File: src/rtl/ps2_key_event_tracker_pkg.sv
// ---------------------------------------------------------------------------
// ps2_pkg
//   Shared definitions for the PS/2 Set-2 key event tracker:
//     - ps2State_t   : tracker FSM states
//     - PS2_BREAK / PS2_EXT / PS2_PAUSE / PS2_CAPS : well-known Set-2 bytes
//     - STATUS_BYTES : controller/keyboard status bytes that are never keys
//     - is_status()  : true for any byte in STATUS_BYTES
//     - is_letter()  : true for the 26 Set-2 make codes of the letters A..Z
// ---------------------------------------------------------------------------
package ps2_pkg;

  typedef enum logic [2:0] {
    IDLE,
    BRK,
    EXT,
    EXT_BRK,
    PAUSE
  } ps2State_t;

  localparam logic [7:0] PS2_BREAK = 8'hF0;
  localparam logic [7:0] PS2_EXT   = 8'hE0;
  localparam logic [7:0] PS2_PAUSE = 8'hE1;
  localparam logic [7:0] PS2_CAPS  = 8'h58;

  // Error, BAT-passed, echo, ACK, BAT-failed, resend and overrun bytes.
  localparam logic [7:0] STATUS_BYTES [8] = '{
    8'h00, 8'hAA, 8'hEE, 8'hFA, 8'hFC, 8'hFD, 8'hFE, 8'hFF
  };

  function automatic logic is_status(input logic [7:0] b);
    logic hit;
    hit = 1'b0;
    for (int i = 0; i < 8; i++) begin
      if (b == STATUS_BYTES[i]) hit = 1'b1;
    end
    return hit;
  endfunction

  function automatic logic is_letter(input logic [7:0] b);
    logic hit;
    case (b)
      8'h1C, 8'h32, 8'h21, 8'h23, 8'h24, 8'h2B, 8'h34, 8'h33, 8'h43,
      8'h3B, 8'h42, 8'h4B, 8'h3A, 8'h31, 8'h44, 8'h4D, 8'h15, 8'h2D,
      8'h1B, 8'h2C, 8'h3C, 8'h2A, 8'h1D, 8'h22, 8'h35, 8'h1A: hit = 1'b1;
      default: hit = 1'b0;
    endcase
    return hit;
  endfunction

endpackage

File: src/rtl/ps2_key_event_tracker.sv
// ---------------------------------------------------------------------------
// ps2_key_event_tracker
//   Sits between the PS/2 byte receiver and the scancode-to-ASCII ROM.
//   Consumes the raw Set-2 byte stream, tracks left/right shift, drops break
//   codes, E0-extended keys, the E1 Pause sequence and status bytes, and
//   emits one registered {scancode, shift_pressed} pair with a one-cycle
//   key_strobe for every printable-candidate key press.
//
// Parameters
//   LSHIFT_CODE  left shift make code  (default 8'h12)
//   RSHIFT_CODE  right shift make code (default 8'h59)
//   PAUSE_SKIP   bytes discarded after E1 (default 7, must be >= 1)
//
// Ports
//   clk            in   system clock
//   reset          in   synchronous active-high reset (wins over rx_valid)
//   rx_data[7:0]   in   byte from the PS/2 receiver
//   rx_valid       in   one-cycle pulse, rx_data valid
//   scancode[7:0]  out  last emitted make code, held between strobes
//   shift_pressed  out  shift state captured with scancode, held
//   key_strobe     out  one-cycle pulse, scancode/shift_pressed just updated
//   shift_live     out  current OR of the left/right shift registers
//   busy           out  high while the FSM is mid-prefix (not IDLE)
//   caps_lock      out  caps lock state (only with PS2_CAPS_LOCK_EN)
//
// Configuration
//   PS2_CAPS_LOCK_EN : when defined, 8'h58 toggles an internal caps lock
//                      instead of strobing, and caps lock inverts the shift
//                      flag reported with letter keys.
// ---------------------------------------------------------------------------
module ps2_key_event_tracker
  import ps2_pkg::*;
#(
  parameter logic [7:0] LSHIFT_CODE = 8'h12,
  parameter logic [7:0] RSHIFT_CODE = 8'h59,
  parameter int         PAUSE_SKIP  = 7
) (
  input  logic       clk,
  input  logic       reset,
  input  logic [7:0] rx_data,
  input  logic       rx_valid,
  output logic [7:0] scancode,
  output logic       shift_pressed,
  output logic       key_strobe,
  output logic       shift_live,
`ifdef PS2_CAPS_LOCK_EN
  output logic       busy,
  output logic       caps_lock
`else
  output logic       busy
`endif
);

  localparam int CW = (PAUSE_SKIP < 2) ? 1 : $clog2(PAUSE_SKIP + 1);

  ps2State_t     state, stateNext;
  logic          lshift, lshiftNext;
  logic          rshift, rshiftNext;
  logic [CW-1:0] skipCount, skipCountNext;
  logic [7:0]    scancodeNext;
  logic          shiftPressedNext;
  logic          keyStrobeNext;
  logic          shiftNow;

  assign shiftNow = lshift | rshift;

`ifdef PS2_CAPS_LOCK_EN
  logic capsLock, capsLockNext;
  assign caps_lock = capsLock;
`endif

  // All state and every registered output live here; the synchronous reset
  // overrides whatever byte arrives in the same cycle.
  always_ff @(posedge clk) begin
    if (reset) begin
      state         <= IDLE;
      lshift        <= 1'b0;
      rshift        <= 1'b0;
      skipCount     <= '0;
      scancode      <= 8'h00;
      shift_pressed <= 1'b0;
      key_strobe    <= 1'b0;
`ifdef PS2_CAPS_LOCK_EN
      capsLock      <= 1'b0;
`endif
    end else begin
      state         <= stateNext;
      lshift        <= lshiftNext;
      rshift        <= rshiftNext;
      skipCount     <= skipCountNext;
      scancode      <= scancodeNext;
      shift_pressed <= shiftPressedNext;
      key_strobe    <= keyStrobeNext;
`ifdef PS2_CAPS_LOCK_EN
      capsLock      <= capsLockNext;
`endif
    end
  end

  // Byte interpreter. Everything holds by default; only a valid byte can move
  // the FSM. The shift flag captured with a key uses the shift state from
  // before that byte, which is simply the current register value.
  always_comb begin
    stateNext        = state;
    lshiftNext       = lshift;
    rshiftNext       = rshift;
    skipCountNext    = skipCount;
    scancodeNext     = scancode;
    shiftPressedNext = shift_pressed;
    keyStrobeNext    = 1'b0;
`ifdef PS2_CAPS_LOCK_EN
    capsLockNext     = capsLock;
`endif

    if (rx_valid) begin
      unique case (state)
        IDLE: begin
          if (rx_data == PS2_BREAK) begin
            stateNext = BRK;
          end else if (rx_data == PS2_EXT) begin
            stateNext = EXT;
          end else if (rx_data == PS2_PAUSE) begin
            stateNext     = PAUSE;
            skipCountNext = CW'(PAUSE_SKIP);
          end else if (is_status(rx_data)) begin
            stateNext = IDLE;
          end else if (rx_data == LSHIFT_CODE) begin
            lshiftNext = 1'b1;
          end else if (rx_data == RSHIFT_CODE) begin
            rshiftNext = 1'b1;
`ifdef PS2_CAPS_LOCK_EN
          end else if (rx_data == PS2_CAPS) begin
            capsLockNext = ~capsLock;
`endif
          end else begin
            scancodeNext  = rx_data;
            keyStrobeNext = 1'b1;
`ifdef PS2_CAPS_LOCK_EN
            shiftPressedNext = shiftNow ^ (capsLock & is_letter(rx_data));
`else
            shiftPressedNext = shiftNow;
`endif
          end
        end

        // A stuttered F0 keeps waiting for the released key's code.
        BRK: begin
          if (rx_data != PS2_BREAK) begin
            if (rx_data == LSHIFT_CODE) lshiftNext = 1'b0;
            if (rx_data == RSHIFT_CODE) rshiftNext = 1'b0;
            stateNext = IDLE;
          end
        end

        // Extended keys (including the fake E0 12 shift) are never reported.
        EXT: begin
          stateNext = (rx_data == PS2_BREAK) ? EXT_BRK : IDLE;
        end

        EXT_BRK: begin
          stateNext = IDLE;
        end

        PAUSE: begin
          skipCountNext = skipCount - CW'(1);
          if (skipCount == CW'(1)) stateNext = IDLE;
        end

        default: begin
          stateNext = IDLE;
        end
      endcase
    end
  end

  assign shift_live = shiftNow;
  assign busy       = (state != IDLE);

endmodule

File: config.mk
export PLATFORM = sky130hd
export DESIGN_NAME = ps2_key_event_tracker
export DESIGN_NICKNAME = d
export VERILOG_FILES = /design/src/rtl/ps2_key_event_tracker_pkg.sv /design/src/rtl/ps2_key_event_tracker.sv
export SDC_FILE = /design/constraint.sdc
export NUM_CORES = 1
export LEC_CHECK = 0
export ABC_CLOCK_PERIOD_IN_PS = 2000
export CAP_MARGIN = 20
export CORE_ASPECT_RATIO = 0.6
export CORE_MARGIN = 2
export CORE_UTILIZATION = 50
export DETAILED_ROUTE_END_ITERATION = 16
export PLACE_DENSITY_LB_ADDON = 0.1
export SLEW_MARGIN = 10
export SYNTH_ARGS = -nofsm -noshare
export SYNTH_HDL_FRONTEND = slang
export SYNTH_SLANG_ARGS = --single-unit
File: constraint.sdc
create_clock -name clk -period 2 [get_ports clk]
set_clock_uncertainty 0.15 [all_clocks]
set_input_delay 0.3 -clock clk [delete_from_list [all_inputs] [get_ports clk]]
set_output_delay 0.3 -clock clk [all_outputs]
set_load 0.03 [all_outputs]
==> out/qor.csv <==
metric,value,unit
async_flop_share,0,
numCtsBuffers,3,
start_kind,input pin,
cpPeakStageDelay,0.53,ns
diodes,0,
rrSetupSlack,0.13,ns
ir_drop,0.000403,V
power.density,513,mW/mm2
maxSlewHeadroom,0.741,
syn-num-nets,138,
overflow,0,
cp_top_family,buffers and inverters,
crit_chain,"clkdlybuf4s50_1, or4_4, buf_4, o32ai_4, buf_12, o31ai_1, a21oi_1",
via_per_inst,6.00,
yosys_warnings,0,
synth_ff_type,dfxtp_1,
finalCritPeriodShare,0.990,
drt_wl_total,3520,um
hold_buffers,0,
clock_path_buffers,2,
dr.pass1.iters,4,
synthToLayoutAreaGrowth,49.7,%
core,0.00211,mm2
r2r-start,state[0],
portBuffers,22,
drive_above_1_share,0.295,
nNetsFinal,190,
wl_per_cell,17.1,um
grt_max_degree,16,
worst_pin_slew,0.385,ns
row_count,13,
cts_tree,yes,
ys_seq_area_frac,0.330,
dieHeight,40.2,um
crit_buf_inv,3,
fin_crit,1.98,ns
final-max-slew-violation-count,0,
hold_viol,0,
r2r_cells,6,
die_w,64.4,um
fillers,153,
synth_seq_cells,18,
die-area,0.00259,mm2
cts_num_sinks,18,
multi_input_area,691,um2
htree_levels,1,
required,2.09,ns
timing.rr.end,scancode[3],
place_ws,-0.379,ns
ys_types,45,
cp.arrival,2.07,ns
vias,1237,
hold_start,rx_data[0],
ant_nets,0,
path_class,in2reg,
cts_root_buf,clkbuf_4,
cp_slowest_cell,or4_4,
whs_path_depth,3,
synth_edf_count,0,
finalSetupViolCount,0,
drv_cap,0,
antenna_found_initial,0,
hp-class,in2reg,
drc,0,
grtUsageTotal,0.276,
place.gp.congestion,0.905,
path_clk_slew,0.12,ns
p_leak,0.700,nW
cp_max_fo,10,
status,completed,
initial_core_util,0.517,
fmax,505,MHz
first_iter_violations,69,
grt_pass1_wl,5240,um
clk_latency,0.30,ns
ff_latch_area,360,um2
netlist_area,0.00109,mm2
critPathCaptureType,flip-flop,
hold-worst-slack,0.298,ns
ios,23,
syn_area_per_cell,8.75,um2
first_global_vias,1168,
layout_setup_ws,0.0195,ns
syn_inst,125,
holdPathEnd,state[1],
finalSetupTns,0,ns
dp_hpwl,2440,um
[Yosys cell counts (2+ instances only)]
master / n / share of area
nand3_1: 8 / 0.037
inv_1: 6 / 0.021
o31ai_1: 8 / 0.055
nor3_1: 3 / 0.014
buf_2: 2 / 0.0092
buf_6: 3 / 0.031
nor2_1: 8 / 0.027
dfxtp_1: 18 / 0.33
o21a_1: 2 / 0.014
nand2b_1: 3 / 0.017
or2_2: 2 / 0.011
a21oi_1: 11 / 0.050
a311oi_1: 2 / 0.016
nand2_1: 7 / 0.024
ha_1: 2 / 0.023
nand4_1: 7 / 0.040
clkbuf_1: 2 / 0.0069
nor4_1: 4 / 0.023
[through the flow]
step	utilization	cell area (um2)	power, mW	cells
final	0.774	1640	0.840	206
after global routing	0.774	1640	0.875	206
after CTS	0.751	1590	0.833	206
after detailed placement	0.721	1530	0.598	200
after global placement	0.721	1530	0.592	200
after floorplan	-	1090	0.495	125
[state kept, by name (all words and copies together), names as in the netlist]
name,cells
scancode,8
skipCount,3
state,3
key_strobe,1
lshift,1
rshift,1
shift_pressed,1
[worst register-to-register path: stages, from the launching register on]
cell,delay [ns]
dfxtp_1,0.39
nor4b_4,0.31
nor2b_2,0.24
a22oi_2,0.06
buf_4,0.18
o31ai_1,0.31
a21oi_1,0.13
[worst max path at each step]
stage	from	to	cells after the start
floorplan	rx_data[4]	lshift	6
global placement	rx_data[0]	lshift	6
detailed placement	rx_data[2]	scancode[7]	8
CTS	rx_data[2]	scancode[7]	7
global route	rx_data[3]	scancode[3]	8
finish	rx_data[6]	scancode[3]	7
[cell type report]
class	instances	share of cell area
Sequential cell	18	0.220
Timing Repair Buffer	55	0.299
Clock buffer	4	0.0222
Inverter	6	0.0138
Tap cell	30	0.0229
Multi-Input combinational cell	93	0.422
[routing by layer]
layer,vias up,global-route usage,wire length [um]
met5,-,0,0
met4,0,0.106,99
met3,15,0.0815,342
met2,68,0.440,1570
met1,570,0.364,1510
li1,584,-,-
[placed cells by master, fill, tap and decap left out, types with 2 or more instances in the layout]
master,count
a21oi_1,11
a311oi_1,2
buf_4,32
clkbuf_4,3
clkdlybuf4s50_1,17
dfxtp_1,18
dlymetal6s2s_1,4
ha_1,2
inv_1,6
nand2_1,7
nand2b_1,2
nand3_1,8
nand4_1,7
nor2_1,8
nor3_1,3
nor4_1,4
o21a_1,2
o31ai_1,8
or2_2,2
[report_power, final]
group	switching, mW	internal (mW)	total, mW
Clock	0.122	0.111	0.233
Combinational	0.119	0.106	0.226
Sequential	0.00738	0.373	0.381
Total	0.249	0.591	0.840
[logic make-up (layout without fill, tap and decap cells)]
logic type,Yosys count,in the layout,synth area share
AOI/OAI and AO/OA,38,38,0.279
adders and majority gates,2,2,0.0229
buffers and inverters,14,65,0.0744
DFF,18,18,0.330
muxes,1,1,0.00915
and+or+nand+nor,52,52,0.285
[timing repair]
item | in CTS | in global routing
gates resized for setup | 2 | 10
setup buffers | 2 | 0
setup endpoints to repair | 12 | 6
gates cloned | 0 | 0
pin swaps | 2 | 0
(Power assumes the default switching activity.)
